==> src/rtl/lsu_mem_ctrl.sv <==
// rtl/lsu_mem_ctrl.sv - load/store unit with sub-word read-modify-write to a word-addressed data memory
module lsu_mem_ctrl #(
  parameter int unsigned ADDR_WIDTH = 8,
  parameter bit          BIG_ENDIAN = 1'b0
) (
  input  logic        clk,
  input  logic        SYS_reset,
  input  logic        LSU_req_valid,
  output logic        LSU_req_ready,
  input  logic        LSU_we,
  input  logic [1:0]  LSU_size,
  input  logic        LSU_unsigned,
  input  logic [31:0] LSU_addr,
  input  logic [31:0] LSU_wdata,
  output logic        LSU_done,
  output logic        LSU_fault,
  output logic [31:0] LSU_rdata,
  output logic [31:0] DMEM_address,
  output logic [31:0] DMEM_data_in,
  output logic        DMEM_mem_write,
  output logic        DMEM_mem_read,
  input  logic [31:0] DMEM_data_out
);

  typedef enum logic [0:0] {IDLE, RMW_WR} state_e;

  state_e                state_q, state_d;
  logic                  done_q, done_d;
  logic                  fault_q, fault_d;
  logic [31:0]           rdata_q, rdata_d;
  logic [ADDR_WIDTH-1:0] idx_q, idx_d;
  logic [31:0]           merged_q, merged_d;

  logic                  accept;
  logic                  addr_fault;
  logic                  req_fault;
  logic                  is_sub_store;
  logic [1:0]            byte_lane;
  logic                  half_lane;
  logic [ADDR_WIDTH-1:0] req_idx;
  logic [7:0]            ld_byte;
  logic [15:0]           ld_half;
  logic [31:0]           ld_value;
  logic [31:0]           merged_word;

  assign LSU_req_ready = (state_q == IDLE);
  assign accept        = LSU_req_valid & LSU_req_ready;
  assign req_idx       = LSU_addr[ADDR_WIDTH+1:2];
  assign addr_fault    = |LSU_addr[31:ADDR_WIDTH+2];
  // size=11 has bit 1 set, so it never reaches the RMW path even before the fault check
  assign is_sub_store  = LSU_we & ~LSU_size[1];
  assign byte_lane     = BIG_ENDIAN ? (2'd3 - LSU_addr[1:0]) : LSU_addr[1:0];
  assign half_lane     = BIG_ENDIAN ? ~LSU_addr[1] : LSU_addr[1];

  always_comb begin
    req_fault = 1'b1;
    case (LSU_size)
      2'b00:   req_fault = addr_fault;
      2'b01:   req_fault = addr_fault | LSU_addr[0];
      2'b10:   req_fault = addr_fault | (|LSU_addr[1:0]);
      default: req_fault = 1'b1;
    endcase
  end

  always_comb begin
    ld_byte = DMEM_data_out[7:0];
    case (byte_lane)
      2'd0:    ld_byte = DMEM_data_out[7:0];
      2'd1:    ld_byte = DMEM_data_out[15:8];
      2'd2:    ld_byte = DMEM_data_out[23:16];
      default: ld_byte = DMEM_data_out[31:24];
    endcase
    ld_half = half_lane ? DMEM_data_out[31:16] : DMEM_data_out[15:0];

    ld_value = DMEM_data_out;
    case (LSU_size)
      2'b00:   ld_value = LSU_unsigned ? {24'b0, ld_byte} : {{24{ld_byte[7]}}, ld_byte};
      2'b01:   ld_value = LSU_unsigned ? {16'b0, ld_half} : {{16{ld_half[15]}}, ld_half};
      default: ld_value = DMEM_data_out;
    endcase

    merged_word = DMEM_data_out;
    if (LSU_size == 2'b00) begin
      case (byte_lane)
        2'd0:    merged_word[7:0]   = LSU_wdata[7:0];
        2'd1:    merged_word[15:8]  = LSU_wdata[7:0];
        2'd2:    merged_word[23:16] = LSU_wdata[7:0];
        default: merged_word[31:24] = LSU_wdata[7:0];
      endcase
    end else if (half_lane) begin
      merged_word[31:16] = LSU_wdata[15:0];
    end else begin
      merged_word[15:0] = LSU_wdata[15:0];
    end
  end

  always_comb begin
    state_d        = state_q;
    done_d         = 1'b0;
    fault_d        = 1'b0;
    rdata_d        = rdata_q;
    idx_d          = idx_q;
    merged_d       = merged_q;
    DMEM_address   = '0;
    DMEM_data_in   = '0;
    DMEM_mem_write = 1'b0;
    DMEM_mem_read  = 1'b0;

    case (state_q)
      IDLE: begin
        if (accept) begin
          done_d = 1'b1;
          if (req_fault) begin
            fault_d = 1'b1;
          end else if (!LSU_we) begin
            DMEM_mem_read = 1'b1;
            DMEM_address  = {{(32-ADDR_WIDTH){1'b0}}, req_idx};
            rdata_d       = ld_value;
          end else if (is_sub_store) begin
            DMEM_mem_read = 1'b1;
            DMEM_address  = {{(32-ADDR_WIDTH){1'b0}}, req_idx};
            idx_d         = req_idx;
            merged_d      = merged_word;
            state_d       = RMW_WR;
            done_d        = 1'b0;
          end else begin
            DMEM_mem_write = 1'b1;
            DMEM_address   = {{(32-ADDR_WIDTH){1'b0}}, req_idx};
            DMEM_data_in   = LSU_wdata;
          end
        end
      end
      RMW_WR: begin
        DMEM_mem_write = 1'b1;
        DMEM_address   = {{(32-ADDR_WIDTH){1'b0}}, idx_q};
        DMEM_data_in   = merged_q;
        state_d        = IDLE;
        done_d         = 1'b1;
      end
      default: state_d = IDLE;
    endcase

    // Reset must kill an in-flight RMW write before the memory's negedge sample
    if (SYS_reset) begin
      DMEM_address   = '0;
      DMEM_data_in   = '0;
      DMEM_mem_write = 1'b0;
      DMEM_mem_read  = 1'b0;
    end
  end

  always_ff @(posedge clk or posedge SYS_reset) begin
    if (SYS_reset) begin
      state_q  <= IDLE;
      done_q   <= 1'b0;
      fault_q  <= 1'b0;
      rdata_q  <= '0;
      idx_q    <= '0;
      merged_q <= '0;
    end else begin
      state_q  <= state_d;
      done_q   <= done_d;
      fault_q  <= fault_d;
      rdata_q  <= rdata_d;
      idx_q    <= idx_d;
      merged_q <= merged_d;
    end
  end

  assign LSU_done  = done_q;
  assign LSU_fault = fault_q;
  assign LSU_rdata = rdata_q;

endmodule

==> config.mk <==
export PLATFORM = sky130hd
export DESIGN_NAME = lsu_mem_ctrl
export DESIGN_NICKNAME = d
export VERILOG_FILES = /design/src/rtl/lsu_mem_ctrl.sv
export SDC_FILE = /design/constraint.sdc
export NUM_CORES = 1
export LEC_CHECK = 0
export BUFFER_PORTS_ARGS = -buffer_cell sky130_fd_sc_hd__buf_2
export CAP_MARGIN = 20
export CORE_MARGIN = 2
export CORE_UTILIZATION = 52
export DETAILED_ROUTE_END_ITERATION = 8
export PLACE_DENSITY = 0.91
export SYNTH_ARGS = -nofsm -noshare
export SYNTH_HDL_FRONTEND = slang
export SYNTH_SLANG_ARGS = --single-unit
==> constraint.sdc <==
create_clock -name clk -period 3.5 [get_ports clk]
set_clock_uncertainty 0.05 [all_clocks]
set_input_delay 0.35 -clock clk [delete_from_list [all_inputs] [get_ports clk]]
set_output_delay 0.35 -clock clk [all_outputs]
set_load 0.01 [all_outputs]
# After elaboration in Yosys (flattened, before gate mapping)
# Index checks and enable logic that the tools add are counted.
# word_totals
regBits,75
inputBits,103
out_inout_bits,101
wordCells,71
# classes
n_mux,46
eq_ne,4
n_bitwise,8
reduce_logical,7
# op_table
op,n
$mux W32,9
$pmux W32 S2,3
$mux W16,3
$mux W8,6
$pmux W8 S3,1
$reduce_or A22 Y1,1
$mux W1,20
$pmux W1 S2,3
$reduce_and A5 Y1,1
$eq A2 B1 Y1 const B,2
$eq A2 B2 Y1 const B,2
$logic_not A2 Y1,2
$not A1 Y1,4
$reduce_and A4 Y1,1
$pmux W1 S3,1
$reduce_or A3 Y1,1
$and A1 B1 Y1,2
$or A1 B1 Y1,2
$reduce_or A2 Y1,1

# Depth between registers and ports, before layout
# depth
depth_word,8
depth_mapped,9
ltp_nobuf,7

# Worst setup path before layout
# Ideal clock, no wire load.
# synth_path
path_type,input port to output port
from,input port LSU_addr[26]
to,output port DMEM_data_in[10]
required_ns,3.100
stages,6
setup_slack_ns,1.326
arrival_ns,1.774
path_buffers,1
path_cell_list,nor4_1 -> nand4_1 -> o22a_1 -> nor4_2 -> buf_2 -> a22o_1
# synth_between
elab_chain_cells,7
elab_cells_between_ends,8
classes_between,5 x mux; 2 x bitwise; 1 x reduce/logical
# synth_rtl
element,line,text
start: declaration,13,"input logic [31:0] LSU_addr,"
$reduce_or A22 Y1 *,49,assign addr_fault = |LSU_addr[31:ADDR_WIDTH+2];
"$or A1 B1 Y1, on equally long branches","60, 59",
$pmux W1 S3 *,57,case (LSU_size)
$mux W32 *,113,if (req_fault) begin
$mux W32 *,111,if (accept) begin
$pmux W32 S2 *,109,case (state_q)
$mux W32 *,144,if (SYS_reset) begin
end: declaration,19,"output logic [31:0] DMEM_data_in,"
# Every way passes the cells marked *; elsewhere a longest branch is shown, timed or not.

# Final worst setup path
# layout_path
from,input port LSU_size[1]
to,output port DMEM_data_in[7]
# layout_between
elab_chain_cells,8
elab_cells_between_ends,12
classes_between,2 x eq/ne; 7 x mux; 2 x bitwise; 1 x reduce/logical
# layout_rtl
element,line,text
start: declaration,11,"input logic [1:0] LSU_size,"
$not A1 Y1,51,assign is_sub_store = LSU_we & ~LSU_size[1];
$and A1 B1 Y1,51,
$mux W32,119,end else if (is_sub_store) begin
$mux W32,115,end else if (!LSU_we) begin
$mux W32 *,113,
$mux W32 *,111,
$pmux W32 S2 *,109,
$mux W32 *,144,
# Marks and branches as above.

==> flow_metrics.env <==
export IMPL_die_h_microns=100
export IMPL_grt_first_pass_wirelength_microns=21300
export IMPL_floorplan_initialDensity_pct=52.9
export IMPL_cts_setup_buffers=0
export IMPL_grt_max_degree=43
export IMPL_pre_cts_ws_ns=0.629
export IMPL_grtUsageTotal_pct=27.0
export IMPL_power_density_nw_per_um2=488
export IMPL_dr_first_iter_drc_count=254
export IMPL_total_leakage_power_nw=3.08
export IMPL_syn_instance_count=441
export IMPL_ys_seq_area_share_pct=39.0
export IMPL_final_setup_viol_count=0
export IMPL_drc=0
export IMPL_placedCellCount=706
export IMPL_cts_root_buf="clkbuf_8"
export IMPL_netlist_area_sq_um=4820
export IMPL_grt_pass1_vias=4102
export IMPL_endpoint_kind="primary output"
export IMPL_cts_tree="built"
export IMPL_postSynth_asyncResetShare_pct=100
export IMPL_grt_setup_unrepaired="no"
export IMPL_numCtsBuffers=9
export IMPL_worst_pin_slew_ns=1.00
export IMPL_die_area_sq_um=10100
export IMPL_slew_viol_final=0
export IMPL_crit_fanout=31
export IMPL_num_antenna_cells=0
export IMPL_cts_resized=0
export IMPL_vias=4251
export IMPL_clock_latency_ns=0.35
export IMPL_holdCritPathClass="primary input to flip-flop"
export IMPL_worst_ir_drop_vdd_mv=0.191
export IMPL_cp_data_arrival_time_ns=2.38
export IMPL_ys_seq_elements=75
export IMPL_fin_crit_ns=2.78
export IMPL_numClockSinks=75
export IMPL_syn_to_final_growth_pct=22.0
export IMPL_drv_cap=0
export IMPL_core_area_sq_um=9110
export IMPL_yosys_warnings=0
export IMPL_slew_headroom_pct=33.2
export IMPL_max_freq_mhz=360
export IMPL_grt_overflow=0
export IMPL_clk_pin_slew_ns=0.09
export IMPL_ios=204
export IMPL_h_tree_depth=3
export IMPL_yosys_most_used_dff="dfrtp_1"
export IMPL_layout_drive_gt1_share_pct=45.4
export IMPL_gp_congestion=0.920
export IMPL_die_w_microns=100
export IMPL_avgSynthCellArea_sq_um=10.9
export IMPL_fin_setup_tns_ns=0
export IMPL_viasPerCell=5.88
export IMPL_fin_ws_ns=0.723
export IMPL_layout_nets=714
export IMPL_cts_hold_buf=0
export IMPL_dp_hpwl_microns=10600
export IMPL_synth_edf_count=0
export IMPL_required_ns=3.10
export IMPL_ctsLongestPathBuffers=2
export IMPL_run_status="finished, final reports clean"
export IMPL_wire_per_inst_microns=19.1
export IMPL_wirelength_microns=13800
export IMPL_yosysUniqueCellTypes=40
export IMPL_antenna_left=0
export IMPL_first_pass_iters=5
export IMPL_crit_type="primary input to primary output"
export IMPL_num_rows=35
export IMPL_instances_no_fill=723
export IMPL_io_buffers=179
export IMPL_start_kind="primary input"
export IMPL_min_period_over_period_pct=79.3
export IMPL_hold_viol=0
export IMPL_antenna_found_initial=0
-- cell usage in the layout, fill, tap and decap left out, types with 13 or more instances in the layout --
cell     synthesis  final
conb_1           1     24
o21ai_0         21     21
dfrtp_1         75     75
mux2_2          35     35
mux2_1          26     26
inv_1           14     13
mux2_4          29     29
buf_2           12    179
nand2_1         30     30
o22a_1          15     15
a22o_1          32     32
-- cells in the mapped netlist (all sizes together) (2+ instances only) --
cell     n  area, sq um
a221o    8         80.1
dfrtp   75         1880
and2     3         18.8
nand4   10         62.6
a22oi    5         37.5
nand2   30          113
mux2i   11          110
clkbuf  17         63.8
a32oi    5         43.8
a21oi   12         71.3
a22o    32          280
inv     14         52.6
buf     41          282
ha       4         50.1
nor2b    5         31.3
o22a    15          131
a21o     2         15.0
o22ai   11         75.1
nor4     6         43.8
o21ai   21          105
mux2    90         1120
nor2    11         41.3
o211ai   4         30.0
-- critical path: stages --
cell and delay (ns):
buf_2 0.14, inv_1 0.08, ha_1 0.31, a21oi_1 0.15, buf_4 0.20, nand2_1 0.13, nor4_4 0.30, buf_4 0.37
a22o_1 0.20, buf_2 0.13
-- cell type report --
class / count / area, sq um
well taps: 111 / 139
clock buffers: 10 / 138
repair buffers: 190 / 978
clock inverters: 6 / 51.3
inverters: 14 / 52.6
fillers: 744 / 3230
flip-flops and latches: 75 / 1880
multi-input cells: 317 / 2640
-- per-stage QoR --
step	hold WS, ns	power, W	cell area (sq um)	util, %
6_report	0.170	0.00287	5880	64.5
5_1_grt	0.176	0.00302	5880	64.5
4_1_cts	0.160	0.00288	5870	64.5
3_5_place_dp	0.431	0.00225	5680	62.4
3_3_place_gp	0.424	0.00220	5680	62.4
2_1_floorplan	0.414	0.00190	4900	-
-- registers in the layout (all words and copies together) (netlist names) --
signal     count
LSU_rdata     32
idx_q          8
state_q        1
LSU_fault      1
merged_q      32
LSU_done       1
-- kinds of logic after synthesis --
group | count (synthesis) | synth area share (%)
other cells | 1 | 0.0778
flops | 75 | 39.0
compound gates | 118 | 18.6
simple gates | 69 | 7.06
buf+inv | 72 | 8.26
fa+ha+maj | 4 | 1.04
mux | 102 | 26.0
-- routing by layer --
layer,routed length (microns),vias to the layer above,track usage [%]
met5,0,-,0
met4,366,0,11.6
met3,1010,38,4.39
met2,6500,249,42.4
met1,5930,2030,37.2
li1,-,1934,-
-- power breakdown --
| group | switching [W] | internal (W) |
|---|---|---|
| clock | 0.000341 | 0.000282 |
| sequential | 0.000182 | 0.00116 |
| combinational | 0.000414 | 0.000487 |
| total | 0.000937 | 0.00193 |
-- path summary, 6_finish.rpt --
| path | startpoint | end | slack (ns) | cells after the start |
|---|---|---|---|---|
| setup / recovery | LSU_size[1] | DMEM_data_in[7] | 0.72 | 10 |
| hold / removal | LSU_addr[3] | idx_q[1] | 0.17 | 2 |
| setup reg to reg | state_q | LSU_rdata[3] | 1.12 | 4 |
| hold reg to reg | idx_q[3] | idx_q[3] | 0.45 | 1 |
| max in group asynchronous | SYS_reset | LSU_rdata[17] | 2.36 | 3 |
| min in group asynchronous | SYS_reset | idx_q[1] | 0.25 | 2 |
Power figures use the tool's default switching activity.
